==> src/rtl/hub75_scan_driver.sv <==
// 1/16-scan HUB75 panel driver: shifts the next row pair from a synchronous-read framebuffer while the previous pair is shown.
// Optional macro HUB75_SCAN_BRIGHTNESS_EN adds a 4-bit brightness input that PWM-gates OE.
module hub75_scan_driver #(
  parameter int COLS         = 64,
  parameter int ROWS_HALF    = 16,
  parameter int DWELL_CYCLES = 256,
  localparam int CW = $clog2(COLS),
  localparam int RW = $clog2(ROWS_HALF),
  localparam int AW = CW + RW
) (
  input  logic          CLOCK,
  input  logic          RESET,
`ifdef HUB75_SCAN_BRIGHTNESS_EN
  input  logic [3:0]    brightness,
`endif
  output logic [AW-1:0] fb_addr,
  output logic          fb_rd,
  input  logic [2:0]    fb_data_top,
  input  logic [2:0]    fb_data_bot,
  output logic          frame_start,
  output logic [2:0]    RGB1,
  output logic [2:0]    RGB2,
  output logic [RW-1:0] addr,
  output logic          CLK,
  output logic          LAT,
  output logic          OE
);

  typedef enum logic [2:0] {IDLE, SHIFT, BLANK, LATCH, DWELL} state_t;

  state_t        state_q, state_d;
  logic [1:0]    phase_q, phase_d;
  logic [CW-1:0] col_q, col_d;
  logic [RW-1:0] row_q, row_d, row_nxt;
  logic          lat_cnt_q, lat_cnt_d;
  logic [15:0]   dwell_q, dwell_d;
  logic          first_q, first_d;
  logic [AW-1:0] fb_addr_q, fb_addr_d;
  logic          fb_rd_q, fb_rd_d;
  logic          fs_q, fs_d;
  logic [2:0]    rgb1_q, rgb1_d, rgb2_q, rgb2_d;
  logic [RW-1:0] addr_q, addr_d;
  logic          clk_q, clk_d;
  logic          lat_q, lat_d;
  logic          oe_q, oe_d;
  logic          oe_low;
`ifdef HUB75_SCAN_BRIGHTNESS_EN
  logic [3:0]    pwm_q, pwm_d;
`endif

  always_ff @(posedge CLOCK or posedge RESET) begin
    if (RESET) begin
      state_q   <= IDLE;
      phase_q   <= '0;
      col_q     <= '0;
      row_q     <= '0;
      lat_cnt_q <= 1'b0;
      dwell_q   <= '0;
      first_q   <= 1'b1;
      fb_addr_q <= '0;
      fb_rd_q   <= 1'b0;
      fs_q      <= 1'b0;
      rgb1_q    <= '0;
      rgb2_q    <= '0;
      addr_q    <= '0;
      clk_q     <= 1'b0;
      lat_q     <= 1'b0;
      oe_q      <= 1'b1;
`ifdef HUB75_SCAN_BRIGHTNESS_EN
      pwm_q     <= '0;
`endif
    end else begin
      state_q   <= state_d;
      phase_q   <= phase_d;
      col_q     <= col_d;
      row_q     <= row_d;
      lat_cnt_q <= lat_cnt_d;
      dwell_q   <= dwell_d;
      first_q   <= first_d;
      fb_addr_q <= fb_addr_d;
      fb_rd_q   <= fb_rd_d;
      fs_q      <= fs_d;
      rgb1_q    <= rgb1_d;
      rgb2_q    <= rgb2_d;
      addr_q    <= addr_d;
      clk_q     <= clk_d;
      lat_q     <= lat_d;
      oe_q      <= oe_d;
`ifdef HUB75_SCAN_BRIGHTNESS_EN
      pwm_q     <= pwm_d;
`endif
    end
  end

  // Panel outputs are registered from the next state, so each is valid for the whole
  // cycle the FSM spends in that state. CLK rises one cycle after RGB is loaded.
  always_comb begin
    state_d   = state_q;
    phase_d   = phase_q;
    col_d     = col_q;
    row_d     = row_q;
    lat_cnt_d = lat_cnt_q;
    dwell_d   = dwell_q;
    first_d   = first_q;
    fb_addr_d = fb_addr_q;
    fb_rd_d   = 1'b0;
    fs_d      = 1'b0;
    rgb1_d    = rgb1_q;
    rgb2_d    = rgb2_q;
    addr_d    = addr_q;
    clk_d     = 1'b0;
    lat_d     = 1'b0;
    oe_low    = 1'b0;
    row_nxt   = (row_q == RW'(ROWS_HALF - 1)) ? '0 : row_q + 1'b1;

    if (state_q == SHIFT && phase_q == 2'd1) begin
      rgb1_d = fb_data_top;
      rgb2_d = fb_data_bot;
    end

    case (state_q)
      IDLE: begin
        state_d   = SHIFT;
        phase_d   = 2'd0;
        col_d     = '0;
        row_d     = '0;
        fb_rd_d   = 1'b1;
        fb_addr_d = '0;
        fs_d      = 1'b1;
        oe_low    = !first_q;
      end
      SHIFT: begin
        phase_d = phase_q + 2'd1;
        oe_low  = !first_q;
        if (phase_q == 2'd2) begin
          clk_d = 1'b1;
        end else if (phase_q == 2'd3) begin
          if (col_q == CW'(COLS - 1)) begin
            col_d   = '0;
            state_d = BLANK;
            addr_d  = row_q;
            first_d = 1'b0;
            oe_low  = 1'b0;
          end else begin
            col_d     = CW'(col_q + 1'b1);
            fb_rd_d   = 1'b1;
            fb_addr_d = {row_q, CW'(col_q + 1'b1)};
          end
        end
      end
      BLANK: begin
        state_d   = LATCH;
        lat_cnt_d = 1'b0;
        lat_d     = 1'b1;
      end
      LATCH: begin
        if (!lat_cnt_q) begin
          lat_cnt_d = 1'b1;
          lat_d     = 1'b1;
        end else begin
          state_d = DWELL;
          dwell_d = '0;
          oe_low  = 1'b1;
        end
      end
      DWELL: begin
        oe_low = 1'b1;
        if (dwell_q == 16'(DWELL_CYCLES - 1)) begin
          state_d   = SHIFT;
          phase_d   = 2'd0;
          row_d     = row_nxt;
          fb_rd_d   = 1'b1;
          fb_addr_d = {row_nxt, {CW{1'b0}}};
          fs_d      = (row_nxt == '0);
          oe_low    = !first_q;
        end else begin
          dwell_d = dwell_q + 16'd1;
        end
      end
      default: state_d = IDLE;
    endcase

`ifdef HUB75_SCAN_BRIGHTNESS_EN
    pwm_d = pwm_q + 4'd1;
    oe_d  = oe_low ? (pwm_d >= brightness) : 1'b1;
`else
    oe_d  = !oe_low;
`endif
  end

  assign fb_addr     = fb_addr_q;
  assign fb_rd       = fb_rd_q;
  assign frame_start = fs_q;
  assign RGB1        = rgb1_q;
  assign RGB2        = rgb2_q;
  assign addr        = addr_q;
  assign CLK         = clk_q;
  assign LAT         = lat_q;
  assign OE          = oe_q;

endmodule

==> config.mk <==
export PLATFORM = sky130hd
export DESIGN_NAME = hub75_scan_driver
export DESIGN_NICKNAME = d
export VERILOG_FILES = /design/src/rtl/hub75_scan_driver.sv
export SDC_FILE = /design/constraint.sdc
export NUM_CORES = 1
export LEC_CHECK = 0
export BUFFER_PORTS_ARGS = -buffer_cell sky130_fd_sc_hd__buf_2
export CORE_MARGIN = 2
export CORE_UTILIZATION = 28
export CTS_CLUSTER_SIZE = 40
export DETAILED_ROUTE_END_ITERATION = 8
export GPL_TIMING_DRIVEN = 0
export PLACE_DENSITY_LB_ADDON = 0.2
export SLEW_MARGIN = 20
export SYNTH_ARGS = -nofsm -noshare
export SYNTH_HDL_FRONTEND = slang
export SYNTH_SLANG_ARGS = --single-unit
==> constraint.sdc <==
create_clock -name CLOCK -period 3.5 [get_ports CLOCK]
set_input_delay 0.7 -clock CLOCK [delete_from_list [all_inputs] [get_ports CLOCK]]
set_output_delay 0.7 -clock CLOCK [all_outputs]
set_load 0.01 [all_outputs]
======== Word-level counts from Yosys, hierarchy flattened ========
Cells that the tools add are included.
word-level totals
  output and inout port bits .............. 25
  flip-flop bits (word level) ............. 58
  bits of input ports ..................... 8
  logic and storage cells ................. 96
cells by class
  bitwise logic cells ..................... 1
  equality and inequality tests ........... 17
  reduce and logical (&&, ||, !) cells .... 17
  add/subtract/negate cells ............... 4
  mux-type cells .......................... 41
operators by type and width
  cell                                                              number
  10-bit 2-to-1 mux                                                 4
  16-bit 2-to-1 mux                                                 2
  16-bit case mux with 2 select lines                               1
  10-bit case mux with 3 select lines                               1
  6-bit 2-to-1 mux                                                  3
  16-bit by 1-bit adder with 16-bit output, second input constant   1
  16-bit by 8-bit == test with 1-bit output, second input constant  1
  3-bit 2-to-1 mux                                                  5
  3-bit case mux with 5 select lines                                1
  1-bit 2-to-1 mux                                                  13
  6-bit case mux with 2 select lines                                1
  2-bit != test, second input constant                              5
  5-bit AND reduction                                               2
  4-bit 2-to-1 mux                                                  2
  4-bit case mux with 2 select lines                                1
  2-bit nonzero test                                                4
  6-bit by 1-bit adder with 6-bit output, second input constant     1
  3-bit by 2-bit == test with 1-bit output, second input constant   2
  6-bit == test, second input constant                              1
  1-bit case mux with 2 select lines                                3
  2-bit case mux with 3 select lines                                1
  3-bit AND reduction                                               2
  4-bit by 1-bit adder with 4-bit output, second input constant     1
  2-bit == test, second input constant                              2
  17 further kinds                                                  20

======== Depth between registers and ports, before layout ========
Gate-level depths: netlist of run 1.
  depth in word-level cells ............... 6
  depth in mapped cells ................... 6
  mapped depth without buffers ............ 6

======== Worst setup path before layout of run 1 ========
OpenSTA, ideal clock, no wires.
  path kind ............................... register to register
  from .................................... register dwell_q[12]
  to ...................................... register fb_addr_q[2] (netlist: fb_addr[2])
  buffers on the path ..................... 0
  clock period less this slack ............ 2.025 ns
  setup slack ............................. 1.475 ns
  setup time .............................. 0.125 ns
  data arrival time ....................... 1.900 ns
  cell stages (with the launch flop) ...... 5
  required time ........................... 3.375 ns
  cell sequence ........................... dfrtp_1 > or4_4 > o41ai_4 > a21oi_2 > mux2_4
between the ends
  word-level cells in the longest chain between the ends .. 3
ends and longest elaborated chain
  item                                       line  source
  start: declaration                         36    logic [15:0] dwell_q, dwell_d;
  start signal: assignment                   78    dwell_q <= dwell_d;
  16-bit by 8-bit == test with 1-bit output  168   if (dwell_q == 16'(DWELL_CYCLES - 1)) begin
  2-bit != test (no line)                    --
  5-bit AND reduction (no line)              --
  end signal: assignment                     80    fb_addr_q <= fb_addr_d;
  end: declaration                           38    logic [AW-1:0] fb_addr_q, fb_addr_d;
No other way between the ends.
A chain may end at the register's enable or synchronous reset.

======== Final worst setup path of run 1 ========
  from .................................... register dwell_q[12]
  to ...................................... register oe_q (netlist: OE)
between the ends
  word-level cells in the longest chain between the ends .. 4
ends and longest elaborated chain
  item                                       line  source
  16-bit by 8-bit == test with 1-bit output  168
  1-bit 2-to-1 mux                           168
  1-bit case mux with 4 select lines         121   case (state_q)
  1-bit logical NOT                          187   oe_d = !oe_low;
  net oe_d                                   45    logic oe_q, oe_d;
  end signal: assignment                     68    oe_q <= 1'b1;
  end signal: assignment                     88    oe_q <= oe_d;
  end: declaration                           45
The timed path passes the listed nets, and every way through them passes these cells.

==> out/qor.yml, run 1 <==
status: "completed"
crit_type: "reg -> reg"
layout_common_cells: "dfrtp_1 (56), buf_2 (35), nand2_1 (21)"
die_h_um: 106.7
dieArea_um2: 11390
async_flop_share_pct: 100.0
syn_area_um2: 2955
worst_clock_skew_ns: 0.01081
syn-num-nets: 288
synth_area_leader_cell: "dfrtp_1"
overflow: 0
antenna_cells: 0
cp_slowest_stage_delay_ns: 0.62
vdd_drop_max_mv: 0.2007
hold_path_class: "in -> async"
cpMaxStageDelayCell: "nor4_2"
post_synth_num_cell_types: 56
pin_count: 33
crit_fanout: 10
core_area_um2: 10280
cp-end-kind: "flop"
post_cts_buffers: 0
p_leak_nw: 1.635
reg2reg_slack_ns: 1.11
vias_per_cell: 4.945
fin_cells: 458
drt_pass1_iterations: 4
totalPowerFinal_w: 0.001550
start_kind: "flop"
dpl.hpwl_um: 4496
synthTopCellsByArea: "dfrtp_1 (47%), mux2_2 (4.6%), ha_1 (3.0%), a22o_1 (2.7%), nand2_1 (2.7%)"
cts.htree.levels: 3
synthCells: 273
path_clk_slew_ns: 0.07
port_buffers: 32
cts.root.buffer_cell: "clkbuf_8"
clock_sinks: 58
grt_pass1_vias: 2166
initial_core_util_pct: 28.76
pwr_density_cell_nw_per_um2: 433.6
route.detailed.drc: 0
synthFlopType: "dfrtp_1"
nets: 332
insertion_delay_ns: 0.35
reg2reg_depth: 5
grt_pass1_wl_um: 11130
max_freq_mhz: 419.1
worstReg2RegStart: "dwell_q[12]"
mostFrequentLayoutCell: "dfrtp_1"
syn_to_final_growth_pct: 20.96
cts-resized-gates: 0
routedWlPerCell_um: 14.33
drv_slew: 0
dp_cells: 442
grt_setup_unrepaired: "false"
setup_viol: 0
yosys_warnings: 0
ys_seq_area_share_pct: 49.20
layout-drive-gt1-share_pct: 26.40
track_usage_pct: 12.40
period_needed_ns: 2.386
synth-edff-count: 0
period_share_pct: 68.17
rows: 37
timing.critical_path.cells: "or4_4 -> nor4_2 -> buf_4 -> o21ai_0 -> a21oi_1"
dr_total_vias: 2265
grt_antenna_before_repair: 0
avgSynthCellArea_um2: 10.83
ant_nets: 0
tns_ns: 0
routed_wl_um: 6565
die_w_um: 106.7
synth_top_cell_area_share_pct: 47.42
cp_data_arrival_time_ns: 2.64
ys_ff_latch: 58
clock_path_buffers: 2
max_cap_viol_count: 0
cts_tree: "done"
drt_iter0_drc: 92
cts_inserted_buffers: 9
cp-endpoint: "OE"
finalHoldViolations: 0
gp_congestion: 0.7140
nFillCells: 1068
grt_max_degree: 31
worst_pin_slew_ns: 1.079
r2r_end: "OE"
slew_headroom_pct: 27.91
ctsHoldBuffers: 0
required_ns: 3.75
startpoint: "dwell_q[12]"
## critical path, delay by kind of cell, from the launching register on
family	cells	cell delay (ns)
simple gates	2	1.21
buf+inv	1	0.29
compound gates	2	0.35
flops	1	0.43
## where the power goes
group          switching (W)  internal (W)
combinational      0.0000185     0.0000101
clock               0.000282      0.000564
sequential        0.00000147      0.000674
total               0.000302       0.00125
## cells in the mapped netlist (7+ instances only)
cell / count
clkbuf_1: 7
mux2_2: 12
a21oi_1: 13
nand3_1: 14
nand4_1: 7
o21ai_0: 13
a22o_1: 9
o31ai_1: 7
mux2i_1: 7
ha_1: 7
inv_1: 7
nand2b_1: 8
dfrtp_1: 56
nand2_1: 21
## state kept, by name, indices dropped and copies added, names as in the netlist
name         flops
CLK              1
LAT              1
OE               1
RGB1             3
RGB2             3
addr             4
col_q            6
dwell_q         16
fb_addr         10
fb_rd            1
first_q          1
frame_start      1
lat_cnt_q        1
phase_q          2
row_q            4
state_q          3
## stage by stage
step / hold WS (ns) / utilization [%] / area, um^2 / setup slack, ns
6_report: 0.3364 / 34.78 / 3575 / 1.114
5_1_grt: 0.3718 / 34.78 / 3575 / 0.9626
4_1_cts: 0.3570 / 34.78 / 3575 / 1.095
3_5_place_dp: 0.4684 / 32.19 / 3308 / 1.123
3_3_place_gp: 0.4575 / 31.97 / 3286 / 0.4801
2_1_floorplan: 0.4571 / - / 2955 / 1.375
## layer usage
metal,routed length (um),vias up,GRT usage (%)
met5,0,-,0
met4,95,0,4.267
met3,220,9,3.587
met2,3016,31,19.15
met1,3234,1115,16.63
li1,-,1110,-
## how the worst min path moves through the flow
stage | cells after the start | to | from | slack [ns]
2_1_floorplan | 1 | LAT | lat_cnt_q | 0.46
3_3_place_gp | 1 | fb_addr[5] | fb_addr[5] | 0.46
3_5_place_dp | 1 | fb_addr[0] | fb_addr[0] | 0.47
4_1_cts | 2 | RGB1[1] | RESET | 0.36
5_1_grt | 2 | RGB1[1] | RESET | 0.37
6_report | 2 | RGB1[1] | RESET | 0.34
## cells by family (layout without fill, tap and decap cells)
| kind of cell | after synthesis | after routing | synth area share, % |
|---|---|---|---|
| buf+inv | 21 | 70 | 2.921 |
| mux | 24 | 24 | 9.484 |
| flops | 58 | 58 | 49.20 |
| xor+xnor | 2 | 2 | 0.5928 |
| simple gates | 98 | 98 | 19.47 |
| fa+ha+maj | 7 | 7 | 2.963 |
| compound gates | 63 | 63 | 15.37 |
## area by class of cell
| type | count | area (um^2) | share of cell area (%) |
|---|---|---|---|
| repair buffers | 33 | 180.2 | 5.040 |
| clock inverters | 5 | 125.1 | 3.500 |
| well taps | 136 | 170.2 | 4.760 |
| plain buffers | 13 | 56.30 | 1.575 |
| inverters | 8 | 32.53 | 0.9100 |
| multi-input cells | 194 | 1415 | 39.59 |
| clock buffers | 11 | 141.4 | 3.955 |
| flip-flops and latches | 58 | 1454 | 40.67 |
(Power assumes the default switching activity.)
==> inputs of run 2 (changes only) <==
==> constraint.sdc (replaced) <==
create_clock -name CLOCK -period 2.27 [get_ports CLOCK]
set_input_delay 0.454 -clock CLOCK [delete_from_list [all_inputs] [get_ports CLOCK]]
set_output_delay 0.454 -clock CLOCK [all_outputs]
set_load 0.01 [all_outputs]
==> out/qor.yml, run 2 (synthesis results as in run 1) <==
cts.root.buffer_cell: "clkbuf_8"  # unchanged
routed_wl_um: 6618  # was 6565 um
path_clk_slew_ns: 0.07  # about the same
vdd_drop_max_mv: 0.3627  # was 0.2007 mV
grt_setup_unrepaired: "false"  # unchanged
finalHoldViolations: 0  # unchanged
multi_input_area_um2: 1445  # was 1415 um^2
regMostFlops: "dwell_q"  # unchanged
gp_congestion: 0.7140  # unchanged
use_met1_pct: 16.67  # was 16.63%
nFillCells: 1064  # was 1068
drt_iter0_drc: 84  # was 92
period_needed_ns: 2.220  # was 2.386 ns
grt_max_degree: 31  # unchanged
antenna_cells: 0  # unchanged
cp-end-kind: "flop"  # unchanged
largest_register_ffs: 16  # unchanged
grt_pass1_vias: 2166  # unchanged
slew_headroom_pct: 53.31  # was 27.91%
period_share_pct: 97.78  # was 68.17%
fin_hold_ws_ns: 0.09044  # was 0.3364 ns
route.detailed.drc: 0  # unchanged
rows: 37  # unchanged
reg2reg_slack_ns: 0.05  # was 1.11 ns
dr_total_vias: 2295  # was 2265
insertion_delay_ns: 0.35  # about the same
layout_common_cells: "dfrtp_1 (56), buf_2 (35), nand2_1 (21)"  # unchanged
fin_cells: 465  # was 458
max_cap_viol_count: 0  # unchanged
seq_area_um2: 1454  # unchanged
drv_slew: 0  # unchanged
crit_fanout: 9  # was 10
required_ns: 2.49  # was 3.75 ns
grt_pass1_wl_um: 11140  # was 11130 um
mostFrequentLayoutCell: "dfrtp_1"  # unchanged
port_buffers: 32  # unchanged
die_h_um: 106.7  # unchanged
vias_per_cell: 4.935  # was 4.945
pin_count: 33  # unchanged
status: "completed"  # unchanged
hold_path_class: "in -> async"  # unchanged
pwr_density_cell_nw_per_um2: 653.5  # was 433.6 nW/um^2
cp_data_arrival_time_ns: 2.44  # was 2.64 ns
cts.htree.levels: 3  # unchanged
core_area_um2: 10280  # unchanged
syn_to_final_growth_pct: 23.75  # was 20.96%
max_freq_mhz: 450.5  # was 419.1 MHz
worst_clock_skew_ns: 0.01112  # was 0.01081 ns
grt_antenna_before_repair: 0  # unchanged
initial_core_util_pct: 28.76  # unchanged
worst_pin_slew_ns: 0.6977  # was 1.079 ns
dp_cells: 442  # unchanged
cts_inserted_buffers: 9  # unchanged
crit_type: "reg -> reg"  # unchanged
grtUsageMet2_pct: 19.15  # unchanged
ant_nets: 0  # unchanged
clock_path_buffers: 2  # unchanged
drt_pass1_iterations: 4  # unchanged
cts_tree: "done"  # unchanged
fin_ws_ns: 0.05041  # was 1.114 ns
nets: 339  # was 332
track_usage_pct: 12.41  # was 12.40%
clock_sinks: 58  # unchanged
p_leak_nw: 1.675  # was 1.635 nW
pre_cts_slack_ns: -0.1069  # was 1.123 ns
die_w_um: 106.7  # unchanged
routedWlPerCell_um: 14.23  # was 14.33 um
setup_viol: 0  # unchanged
dpl.hpwl_um: 4496  # unchanged
layout-drive-gt1-share_pct: 28.88  # was 26.40%
ctsHoldBuffers: 0  # unchanged
overflow: 0  # unchanged
grtUsageMet3_pct: 3.587  # unchanged
busiest_layer: "met2"  # unchanged
start_kind: "flop"  # unchanged
dieArea_um2: 11390  # unchanged
## run 2: critical path, stage by stage (launching register included)
cell and delay [ns]:
dfrtp_1 0.45, or4_4 0.61, o41ai_4 0.50, a21oi_4 0.20, mux2_4 0.33
## run 2: stage by stage
stage	util, %	TNS, ns	area [um^2]	total power [W]
final	35.59	0	3657	0.002390
after global routing	35.59	0	3657	0.002462
after CTS	35.04	0	3601	0.002424
after detailed placement	32.19	-1.166	3308	0.001108
after global placement	31.97	-29.46	3286	0.001102
after floorplan	-	0	2955	0.001083
## run 2: final timing paths
check | cells after the start | end | startpoint
max reg2reg | 4 | fb_addr[2] | dwell_q[8]
min reg2reg | 1 | fb_addr[5] | fb_addr[5]
max in group asynchronous | 3 | first_q | RESET
min in group CLOCK | 2 | RGB2[1] | fb_data_bot[1]
max | 4 | fb_addr[2] | dwell_q[8]
min | 2 | RGB1[1] | RESET
## run 2: layout make-up
cell class,instances,area share [%]
plain buffers,13,1.540
clock buffers,11,3.866
clock inverters,5,3.421
inverters,8,0.8895
multi-input cells,194,39.51
flip-flops and latches,58,39.75
well taps,136,4.653
repair buffers,40,6.363
## run 2: report_power, final
part           internal, W  total [W]  switching [W]
sequential         0.00104    0.00104     0.00000227
combinational    0.0000155  0.0000440      0.0000284
clock             0.000869    0.00131       0.000436
## run 2: layer usage
layer	vias up	wire, um
met5	-	0
met4	0	92
met3	9	226
met2	34	3089
met1	1127	3209
li1	1125	-
## run 2: timing repair
action	4_1_cts	5_1_grt
setup buffers	0	7
cloned	0	0
setup endpoints to repair	19	7
pin swaps	0	3
resized for setup	4	1
==> inputs of run 3 (changes only) <==
--- a/config.mk
+++ b/config.mk
@@ -5,6 +5,7 @@
 export SDC_FILE = /design/constraint.sdc
 export NUM_CORES = 1
 export LEC_CHECK = 0
+export ABC_AREA = 1
 export BUFFER_PORTS_ARGS = -buffer_cell sky130_fd_sc_hd__buf_2
 export CORE_MARGIN = 2
 export CORE_UTILIZATION = 28
==> out/qor.yml, run 3 <==
status: "completed"  # unchanged
drt_iter0_drc: 108  # was 84
cp_slowest_stage_delay_ns: 0.46  # was 0.61 ns
cts_inserted_buffers: 9  # unchanged
avgSynthCellArea_um2: 8.124  # was 10.83 um^2
r2r_end: "fb_addr[4]"  # was fb_addr[2]
routedWlPerCell_um: 12.25  # was 14.23 um
worst_clock_skew_ns: 0.007463  # was 0.01112 ns
route.detailed.drc: 0  # unchanged
synth-edff-count: 0  # unchanged
mostFrequentLayoutCell: "nand2_1"  # was dfrtp_1
antenna_cells: 0  # unchanged
fin_ws_ns: 0.3743  # was 0.05041 ns
die_h_um: 107.8  # was 106.7 um
p_leak_nw: 1.831  # was 1.675 nW
worst_pin_slew_ns: 0.4118  # was 0.6977 ns
synth_top_cell_area_share_pct: 46.49  # was 47.42%
cts.htree.levels: 3  # unchanged
start_kind: "flop"  # unchanged
reg2reg_depth: 7  # was 4
regMostFlops: "dwell_q"  # unchanged
ys_seq_area_share_pct: 48.24  # was 49.20%
routed_wl_um: 6809  # was 6618 um
synth_commonest_cells: "nand2_1 (115), dfrtp_1 (56), inv_1 (39)"  # was dfrtp_1 (56), nand2_1 (21), nand3_1 (14)
tns_ns: 0  # unchanged
synth_area_leader_cell: "dfrtp_1"  # unchanged
async_flop_share_pct: 100.0  # unchanged
max_freq_mhz: 527.5  # was 450.5 MHz
pin_count: 33  # unchanged
nFillCells: 1100  # was 1064
largest_register_ffs: 16  # unchanged
initial_core_util_pct: 29.07  # was 28.76%
clock_path_buffers: 2  # unchanged
hold_path_class: "in -> async"  # unchanged
track_usage_pct: 12.99  # was 12.41%
cpMaxStageDelayCell: "dfrtp_1"  # was or4_4
pwr_density_cell_nw_per_um2: 599.3  # was 653.5 nW/um^2
rows: 37  # unchanged
vias_per_cell: 4.585  # was 4.935
grt_max_degree: 33  # was 31
required_ns: 2.50  # was 2.49 ns
setup_viol: 0  # unchanged
cts_tree: "done"  # unchanged
timing.critical_path.cells: "ha_1 -> nand3_2 -> nor2_1 -> nand3_1 -> buf_2 -> nand4_1 -> nand2_1"  # was or4_4 -> o41ai_4 -> a21oi_4 -> mux2_4
port_buffers: 32  # unchanged
grt_pass1_vias: 2402  # was 2166
dr_total_vias: 2549  # was 2295
grt_antenna_before_repair: 0  # unchanged
post_synth_num_cell_types: 32  # was 56
syn_to_final_growth_pct: 18.93  # was 23.75%
drt_pass1_iterations: 4  # unchanged
slew_headroom_pct: 72.55  # was 53.31%
dpl.hpwl_um: 4979  # was 4496 um
cts.root.buffer_cell: "clkbuf_8"  # unchanged
syn-num-nets: 386  # was 288
die_w_um: 107.8  # was 106.7 um
crit_type: "reg -> reg"  # unchanged
max_cap_viol_count: 0  # unchanged
overflow: 0  # unchanged
gp_congestion: 0.8102  # was 0.7140
grt_pass1_wl_um: 11680  # was 11140 um
final_cell_area_um2: 3585  # was 3657 um^2
placed_cell_area_um2: 3367  # was 3308 um^2
drv_slew: 0  # unchanged
finalHoldViolations: 0  # unchanged
clock_sinks: 58  # unchanged
ctsHoldBuffers: 0  # unchanged
dieArea_um2: 11610  # was 11390 um^2
synthTopCellsByArea: "dfrtp_1 (46%), nand2_1 (14%), nand3_1 (6.3%), inv_1 (4.9%), nand4_1 (4.2%)"  # was dfrtp_1 (47%), mux2_2 (4.6%), ha_1 (3.0%), a22o_1 (2.7%), nand2_1 (2.7%)
cts-resized-gates: 0  # was 4
cp_data_arrival_time_ns: 2.12  # was 2.44 ns
crit_fanout: 10  # was 9
grt_setup_unrepaired: "false"  # unchanged
vdd_drop_max_mv: 0.2688  # was 0.3627 mV
nets: 430  # was 339
syn_area_um2: 3014  # was 2955 um^2
synthFlopType: "dfrtp_1"  # unchanged
synth.most_common_cell: "nand2_1"  # was dfrtp_1
core_area_um2: 10370  # was 10280 um^2
worstReg2RegStart: "dwell_q[0]"  # was dwell_q[8]
ys_ff_latch: 58  # unchanged
synthCells: 371  # was 273
yosys_warnings: 0  # unchanged
reg2reg_slack_ns: 0.37  # was 0.05 ns
layout-drive-gt1-share_pct: 18.57  # was 28.88%
post_cts_buffers: 0  # unchanged
startpoint: "dwell_q[0]"  # was dwell_q[8]
pre_cts_slack_ns: 0.3707  # was -0.1069 ns
period_needed_ns: 1.896  # was 2.220 ns
period_share_pct: 83.51  # was 97.78%
final_core_util_pct: 34.57  # was 35.59%
path_clk_slew_ns: 0.06  # was 0.07 ns
insertion_delay_ns: 0.34  # was 0.35 ns
ant_nets: 0  # unchanged
cp-end-kind: "flop"  # unchanged
layout_common_cells: "nand2_1 (115), dfrtp_1 (56), inv_1 (38), nand3_1 (38), buf_2 (35)"  # was dfrtp_1 (56), buf_2 (35), nand2_1 (21)
==> run 3: cell count changes after synthesis, sizes merged, moves of 8 or more <==
cell,change
nor2,+27
or4,-8
nand3,+26
nand2b,-8
mux2,-11
a22o,-9
nand4,+13
a21oi,-10
inv,+31
nand2,+97
==> run 3: routing by layer <==
layer | vias up | track usage [%] | routed length [um]
met1 | 1197 | 17.29 | 3386
li1 | 1300 | - | -
met5 | - | 0 | 0
met3 | 6 | 4.843 | 306
met2 | 46 | 19.81 | 3052
met4 | 0 | 3.480 | 63
==> run 3: area by class of cell <==
type,count,area (um^2),area share [%]
inverters,40,152.6,4.258
plain buffers,7,52.55,1.466
well taps,136,170.2,4.747
multi-input cells,266,1358,37.87
clock buffers,10,137.6,3.839
clock inverters,6,80.08,2.234
flip-flops and latches,58,1454,40.56
repair buffers,33,180.2,5.026
==> run 3: worst max-delay path, delay by kind of cell, from the launching register on <==
kind	cells	cell delay, ns
buf+inv	1	0.24
simple gates	5	0.80
flops	1	0.46
fa+ha+maj	1	0.29
==> run 3: through the flow <==
stage / power (W) / instances / hold WS (ns)
2_1_floorplan: 0.001083 / 371 / 0.4330
3_3_place_gp: 0.001102 / 539 / 0.4429
3_5_place_dp: 0.001108 / 540 / 0.4470
6_report: 0.002148 / 556 / 0.09031
4_1_cts: 0.002197 / 556 / 0.08934
5_1_grt: 0.002247 / 556 / 0.09449
==> run 3: worst max-delay path by stage <==
stage,endpoint,slack [ns],cells past startpoint
after global routing,fb_addr[4],0.21,7
after detailed placement,fb_addr[4],0.37,7
after CTS,fb_addr[4],0.37,7
after global placement,dwell_q[9],-0.50,2
final,fb_addr[4],0.37,7
after floorplan,CLK,0.39,1
==> run 3: kinds of logic (layout without fill, tap and decap cells) <==
| family | Yosys count | in the layout | share of synthesized area (%) |
|---|---|---|---|
| xor+xnor | 4 | 4 | 1.163 |
| simple gates | 217 | 217 | 32.63 |
| mux | 6 | 6 | 2.241 |
| fa+ha+maj | 7 | 7 | 2.906 |
| flops | 58 | 58 | 48.24 |
| compound gates | 32 | 32 | 6.102 |
| buf+inv | 47 | 96 | 6.724 |
==> run 3: where the power goes <==
part | internal (W) | switching [W] | total (W)
clock network | 0.000640 | 0.000423 | 0.00106
logic | 0.0000155 | 0.0000290 | 0.0000446
registers | 0.00104 | 0.00000225 | 0.00104
